$ cat config.mk
export PLATFORM = sky130hd
export DESIGN_NAME = codec_cfg_seq_flat
export DESIGN_NICKNAME = d
export VERILOG_FILES = /design/src/rtl/codec_cfg_seq_if.sv /design/src/rtl/codec_cfg_seq.sv /design/src/flat_wrapper.sv
export SDC_FILE = /design/constraint.sdc
export NUM_CORES = 1
export LEC_CHECK = 0
export ABC_AREA = 1
export BUFFER_PORTS_ARGS = -buffer_cell sky130_fd_sc_hd__clkbuf_2
export CAP_MARGIN = 25
export CORE_MARGIN = 2
export CORE_UTILIZATION = 40
export DETAILED_ROUTE_END_ITERATION = 10
export PLACE_DENSITY = 0.66
export SKIP_LAST_GASP = 1
export SYNTH_ARGS = -nofsm -noshare
export SYNTH_HDL_FRONTEND = slang
export SYNTH_SLANG_ARGS = --single-unit
export TNS_END_PERCENT = 5
$ cat constraint.sdc
create_clock -name clk -period 2.6 [get_ports clk]
set_input_delay 0.52 -clock clk [delete_from_list [all_inputs] [get_ports clk]]
set_output_delay 0.52 -clock clk [all_outputs]
set_load 0.05 [all_outputs]
$ cat src/rtl/codec_cfg_seq_if.sv
// Command/completion handshake between the codec configuration sequencer
// (master) and the downstream I2C master (slave).
interface codec_cfg_seq_if;
  logic        cmd_valid;
  logic        cmd_ready;
  logic [23:0] cmd_data;
  logic        xfer_done;
  logic        xfer_nack;

  modport master (
    output cmd_valid,
    output cmd_data,
    input  cmd_ready,
    input  xfer_done,
    input  xfer_nack
  );

  modport slave (
    input  cmd_valid,
    input  cmd_data,
    output cmd_ready,
    output xfer_done,
    output xfer_nack
  );
endinterface

$ cat src/rtl/codec_cfg_seq.sv
// Writes an 11-entry register table to an audio codec through an I2C master.
// Define CFG_RETRY_EN to retry a NACKed register up to MAX_RETRY times before aborting.
module codec_cfg_seq #(
  parameter logic [6:0]  DEV_ADDR   = 7'h1A,
  parameter int unsigned GAP_CYCLES = 16,
  parameter int unsigned MAX_RETRY  = 3
) (
  input  logic                   clk,
  input  logic                   reset,
  input  logic                   start,
  codec_cfg_seq_if.master        bus,
  output logic                   busy,
  output logic                   done,
  output logic                   error,
  output logic [3:0]             reg_index
);

  if (GAP_CYCLES < 1 || GAP_CYCLES > 255) begin : g_gap_range
    $error("GAP_CYCLES must lie in 1..255");
  end
  if (MAX_RETRY > 255) begin : g_retry_range
    $error("MAX_RETRY must not exceed 255");
  end

  typedef enum logic [2:0] {IDLE, LOAD, REQ, WAIT, GAP, DONE, ERR} state_e;

  localparam logic [3:0] LAST_INDEX = 4'd10;

  // NOTE: the table is a constant ROM decoded from reg_index, so it has no
  // storage of its own and needs no reset.
  function automatic logic [15:0] table_entry(input logic [3:0] idx);
    logic [15:0] entry;  // {reg_addr[6:0], reg_data[8:0]}
    case (idx)
      4'd0:    entry = {7'd15, 9'h000};
      4'd1:    entry = {7'd0,  9'h017};
      4'd2:    entry = {7'd1,  9'h017};
      4'd3:    entry = {7'd2,  9'h079};
      4'd4:    entry = {7'd3,  9'h079};
      4'd5:    entry = {7'd4,  9'h012};
      4'd6:    entry = {7'd5,  9'h000};
      4'd7:    entry = {7'd6,  9'h000};
      4'd8:    entry = {7'd7,  9'h00A};
      4'd9:    entry = {7'd8,  9'h000};
      4'd10:   entry = {7'd9,  9'h001};
      default: entry = 16'h0000;
    endcase
    return entry;
  endfunction

  state_e      state_q, state_d;
  logic        cmd_valid_q, cmd_valid_d;
  logic [23:0] cmd_data_q, cmd_data_d;
  logic [3:0]  reg_index_q, reg_index_d;
  logic [7:0]  gap_cnt_q, gap_cnt_d;
  logic        busy_q, busy_d;
  logic        done_q, done_d;
  logic        error_q, error_d;
`ifdef CFG_RETRY_EN
  localparam int unsigned RETRY_W = (MAX_RETRY > 0) ? $clog2(MAX_RETRY + 1) : 1;
  logic [RETRY_W-1:0] retry_q, retry_d;
`endif

  always_comb begin
    // NOTE: every _d starts from its _q so no path through this block can
    // leave a signal unassigned and infer a latch.
    state_d     = state_q;
    cmd_valid_d = cmd_valid_q;
    cmd_data_d  = cmd_data_q;
    reg_index_d = reg_index_q;
    gap_cnt_d   = gap_cnt_q;
    done_d      = done_q;
    error_d     = error_q;
`ifdef CFG_RETRY_EN
    retry_d     = retry_q;
`endif

    case (state_q)
      IDLE, DONE, ERR: begin
        if (start) begin
          state_d     = LOAD;
          done_d      = 1'b0;
          error_d     = 1'b0;
          reg_index_d = 4'd0;
`ifdef CFG_RETRY_EN
          retry_d     = '0;
`endif
        end
      end
      LOAD: begin
        cmd_data_d  = {DEV_ADDR, 1'b0, table_entry(reg_index_q)};
        cmd_valid_d = 1'b1;
        state_d     = REQ;
      end
      REQ: begin
        if (bus.cmd_ready) begin
          cmd_valid_d = 1'b0;
          state_d     = WAIT;
        end
      end
      WAIT: begin
        if (bus.xfer_done) begin
          if (!bus.xfer_nack) begin
            gap_cnt_d = 8'd0;
            state_d   = GAP;
`ifdef CFG_RETRY_EN
            retry_d   = '0;
`endif
          end else begin
`ifdef CFG_RETRY_EN
            if (retry_q < RETRY_W'(MAX_RETRY)) begin
              retry_d = retry_q + RETRY_W'(1);
              state_d = LOAD;
            end else begin
              error_d = 1'b1;
              state_d = ERR;
            end
`else
            error_d = 1'b1;
            state_d = ERR;
`endif
          end
        end
      end
      GAP: begin
        // The count runs 0..GAP_CYCLES-1, so GAP lasts exactly GAP_CYCLES cycles.
        if (gap_cnt_q == 8'(GAP_CYCLES - 1)) begin
          if (reg_index_q == LAST_INDEX) begin
            done_d  = 1'b1;
            state_d = DONE;
          end else begin
            reg_index_d = reg_index_q + 4'd1;
            state_d     = LOAD;
          end
        end else begin
          gap_cnt_d = gap_cnt_q + 8'd1;
        end
      end
      default: state_d = IDLE;
    endcase

    busy_d = state_d inside {LOAD, REQ, WAIT, GAP};
  end

  // NOTE: sequential state uses non-blocking assignments so every flop
  // samples the pre-edge values of the others.
  always_ff @(posedge clk or posedge reset) begin
    if (reset) begin
      state_q     <= IDLE;
      cmd_valid_q <= 1'b0;
      cmd_data_q  <= 24'h0;
      reg_index_q <= 4'd0;
      gap_cnt_q   <= 8'd0;
      busy_q      <= 1'b0;
      done_q      <= 1'b0;
      error_q     <= 1'b0;
`ifdef CFG_RETRY_EN
      retry_q     <= '0;
`endif
    end else begin
      state_q     <= state_d;
      cmd_valid_q <= cmd_valid_d;
      cmd_data_q  <= cmd_data_d;
      reg_index_q <= reg_index_d;
      gap_cnt_q   <= gap_cnt_d;
      busy_q      <= busy_d;
      done_q      <= done_d;
      error_q     <= error_d;
`ifdef CFG_RETRY_EN
      retry_q     <= retry_d;
`endif
    end
  end

  assign bus.cmd_valid = cmd_valid_q;
  assign bus.cmd_data  = cmd_data_q;
  assign busy          = busy_q;
  assign done          = done_q;
  assign error         = error_q;
  assign reg_index     = reg_index_q;

endmodule

$ cat src/flat_wrapper.sv
// flat-port wrapper written by rule: the top's interface ports become plain ports
module codec_cfg_seq_flat 
#(
  parameter logic [6:0]  DEV_ADDR   = 7'h1A,
  parameter int unsigned GAP_CYCLES = 16,
  parameter int unsigned MAX_RETRY  = 3
)
  (clk, reset, start, busy, done, error, reg_index, bus_cmd_valid, bus_cmd_data, bus_cmd_ready, bus_xfer_done, bus_xfer_nack);
  codec_cfg_seq_if bus_i ();
  input  logic clk;
  input  logic reset;
  input  logic start;
  output logic busy;
  output logic done;
  output logic error;
  output logic [3:0] reg_index;
  output wire logic [$bits(bus_i.cmd_valid)-1:0] bus_cmd_valid;
  output wire logic [$bits(bus_i.cmd_data)-1:0] bus_cmd_data;
  input wire logic [$bits(bus_i.cmd_ready)-1:0] bus_cmd_ready;
  input wire logic [$bits(bus_i.xfer_done)-1:0] bus_xfer_done;
  input wire logic [$bits(bus_i.xfer_nack)-1:0] bus_xfer_nack;
  assign bus_cmd_valid = bus_i.cmd_valid;
  assign bus_cmd_data = bus_i.cmd_data;
  assign bus_i.cmd_ready = bus_cmd_ready;
  assign bus_i.xfer_done = bus_xfer_done;
  assign bus_i.xfer_nack = bus_xfer_nack;
  codec_cfg_seq #(.DEV_ADDR(DEV_ADDR), .GAP_CYCLES(GAP_CYCLES), .MAX_RETRY(MAX_RETRY)) u_core (.clk(clk), .reset(reset), .start(start), .bus(bus_i), .busy(busy), .done(done), .error(error), .reg_index(reg_index));
endmodule
==> out/results.tsv <==
metric	value	unit
fmax	607.1	MHz
avgRoutedWirePerCell	11.75	um
required	2.08	ns
grt_pass1_wl	5.927	mm
hold_path_class	input port to asynchronous set/reset pin	
finalCritPeriodShare	63.35	%
viasPerCell	4.828	
hold_viol	0	
ys_seq_elements	30	
finalMaxSlewViolations	0	
cp_num_buf_inv	1	
power.density	1142	nW/um2
postCtsHoldBufs	0	
grt_overflow	0	
cts_tree	yes	
post_synth_main_area_contributors	dfrtp_1 43%, nand2_1 7.9%, inv_1 6.2%	
initial_core_util	41.08	%
synth.distinct_cells	33	
path_class	register to output pin	
yosysTopAreaCell	dfrtp_1	
yosys-top-cells-count	37 x nand2_1, 30 x dfrtp_1, 29 x inv_1	
nFillCells	437	
clk_path_buf_depth	2	
grt_setup_unrepaired	false	
clk_latency	0.29	ns
yosys_warnings	0	
grt_max_degree	31	
die_y	70.41	um
ctsResizeCount	0	
cts.sinks	30	
synth.most_common_cell	nand2_1	
synthCells	210	
setup_viol	0	
cp-start-kind	register	
cts-root-buf	clkbuf_8	
path_clk_slew	0.06	ns
r2r_start	u_core.state_q[2]$_DFF_PP0_	
hpwl	2.533	mm
yosysSeqAreaShare	42.55	%
die_x	70.41	um
crit_fanout	8	
fin_crit	1.647	ns
crit_slowest_cell	dfrtp_1	
reg2regPathDepth	6	
crit_arrival	1.13	ns
coreArea	4294	um2
antenna_left	0	
synth.avg_cell_area	8.401	um2
synth_edf_count	0	
grt.total_usage	15.43	%
post_cts.repair.setup_buffers	0	
place_congestion	0.8366	
io_pins	38	
clock_skew	0.008674	ns
path_cells	clkbuf_2	
nNetsFinal	249	
seqCellArea	750.7	um2
num_rows	24	
status	finished, final reports clean	
drtIter0Drc	72	
layout-drive-gt1-share	23.53	%
die-area	4958	um2
dpl-instance-area	1891	um2
cts_buffers	5	
setup_tns	0	ns
end_kind	output pin	
grt_pass1_vias	1292	
cp-startpoint	u_core.reg_index[2]$_DFFE_PP0P_	
h-tree-depth	2	
p_leak	1.040	nW
antennaDiodeCount	0	
fin_area	2003	um2
num_vias	1400	
cpLargestDelayFamily	flip-flops	
yosysTopAreaCellShare	42.55	%
maxCapViolations	0	
cp_num_cells	1	
drcViolationCount	0	
drt_first_pass_iters	4	
wl	3.408	mm
antenna_found_initial	0	
synth_top_flop_cell	dfrtp_1	
peakVddDrop	0.0005000	V
syn_area	1764	um2
multiInputGateArea	799.5	um2
syn_to_final_growth	13.55	%
slowest_delay	0.51	ns
synthArstFlopShare	100.0	%
port_buffers	27	
[cell type report]
| type | instances | area share (%) |
|---|---|---|
| Timing Repair Buffer | 28 | 7.121 |
| Clock inverter | 1 | 1.499 |
| Sequential cell | 30 | 37.48 |
| Inverter | 34 | 6.621 |
| Tap cell | 52 | 3.248 |
| Multi-Input combinational cell | 139 | 39.91 |
| Clock buffer | 6 | 4.122 |
[final timing paths]
kind	slack, ns	to
worst max-delay path	0.95	reg_index[2]
worst min-delay path	0.28	u_core.bus.cmd_data[0]$_DFFE_PP0P_
worst max register to register	1.00	u_core.bus.cmd_data[1]$_DFFE_PP0P_
worst min register to register	0.49	u_core.bus.cmd_data[4]$_DFFE_PP0P_
max in group asynchronous	2.03	u_core.error$_DFFE_PP0P_
min in group clk	0.49	u_core.bus.cmd_data[4]$_DFFE_PP0P_
[cells in the final DEF (no fill, tap or decap), types with 4 or more instances in the layout]
cell type   n
o22ai_1     4
o21ai_0    10
nand4_1     6
a21oi_1     4
ha_1        5
nor2_1     15
dfrtp_1    30
nand3_1    17
clkbuf_8    6
conb_1     10
inv_1      29
xor2_1      4
nand2_1    37
inv_2       4
o21ai_1     5
clkbuf_2   27
[power by group]
part / total, mW / switching [mW] / leakage, nW / internal [mW]
registers: 0.746 / 0.124 / 0.379 / 0.622
clock network: 0.479 / 0.173 / 0.0573 / 0.306
logic: 1.06 / 0.794 / 0.604 / 0.270
[sequential cells by signal, indices dropped and copies added (netlist names)]
signal and count:
u_core.busy 1, u_core.bus.cmd_valid 1, u_core.reg_index 4, u_core.gap_cnt_q 8, u_core.state_q 3, u_core.done 1
u_core.bus.cmd_data 11, u_core.error 1
[metrics by stage]
step / util (%) / power (mW) / worst slack [ns] / cells / hold WS (ns)
2_1_floorplan: - / 1.630 / 0.9528 / 219 / 0.4689
3_3_place_gp: 44.03 / 1.813 / 1.030 / 283 / 0.4677
3_5_place_dp: 44.03 / 1.826 / 0.9867 / 283 / 0.4728
4_1_cts: 46.65 / 2.315 / 0.9458 / 290 / 0.2917
5_1_grt: 46.65 / 2.468 / 0.8277 / 290 / 0.3069
6_report: 46.65 / 2.288 / 0.9530 / 290 / 0.2779
[layer usage]
metal  wire length [um]  vias to the layer above  GRT usage (%)
li1                   -                      712              -
met1               1599                      650          21.18
met2               1598                       31          21.70
met3                120                        7          4.040
met4                 89                        0          8.974
met5                  0                        -              0
[logic make-up after synthesis]
| logic type | synth area share, % |
|---|---|
| and+or+nand+nor | 26.60 |
| buffers and inverters | 14.04 |
| DFF | 42.55 |
| other | 0.2126 |
| AOI/OAI and AO/OA | 10.57 |
| xor gates and xnor gates | 2.482 |
| adders and majority gates | 3.546 |
(Power assumes the default switching activity.)
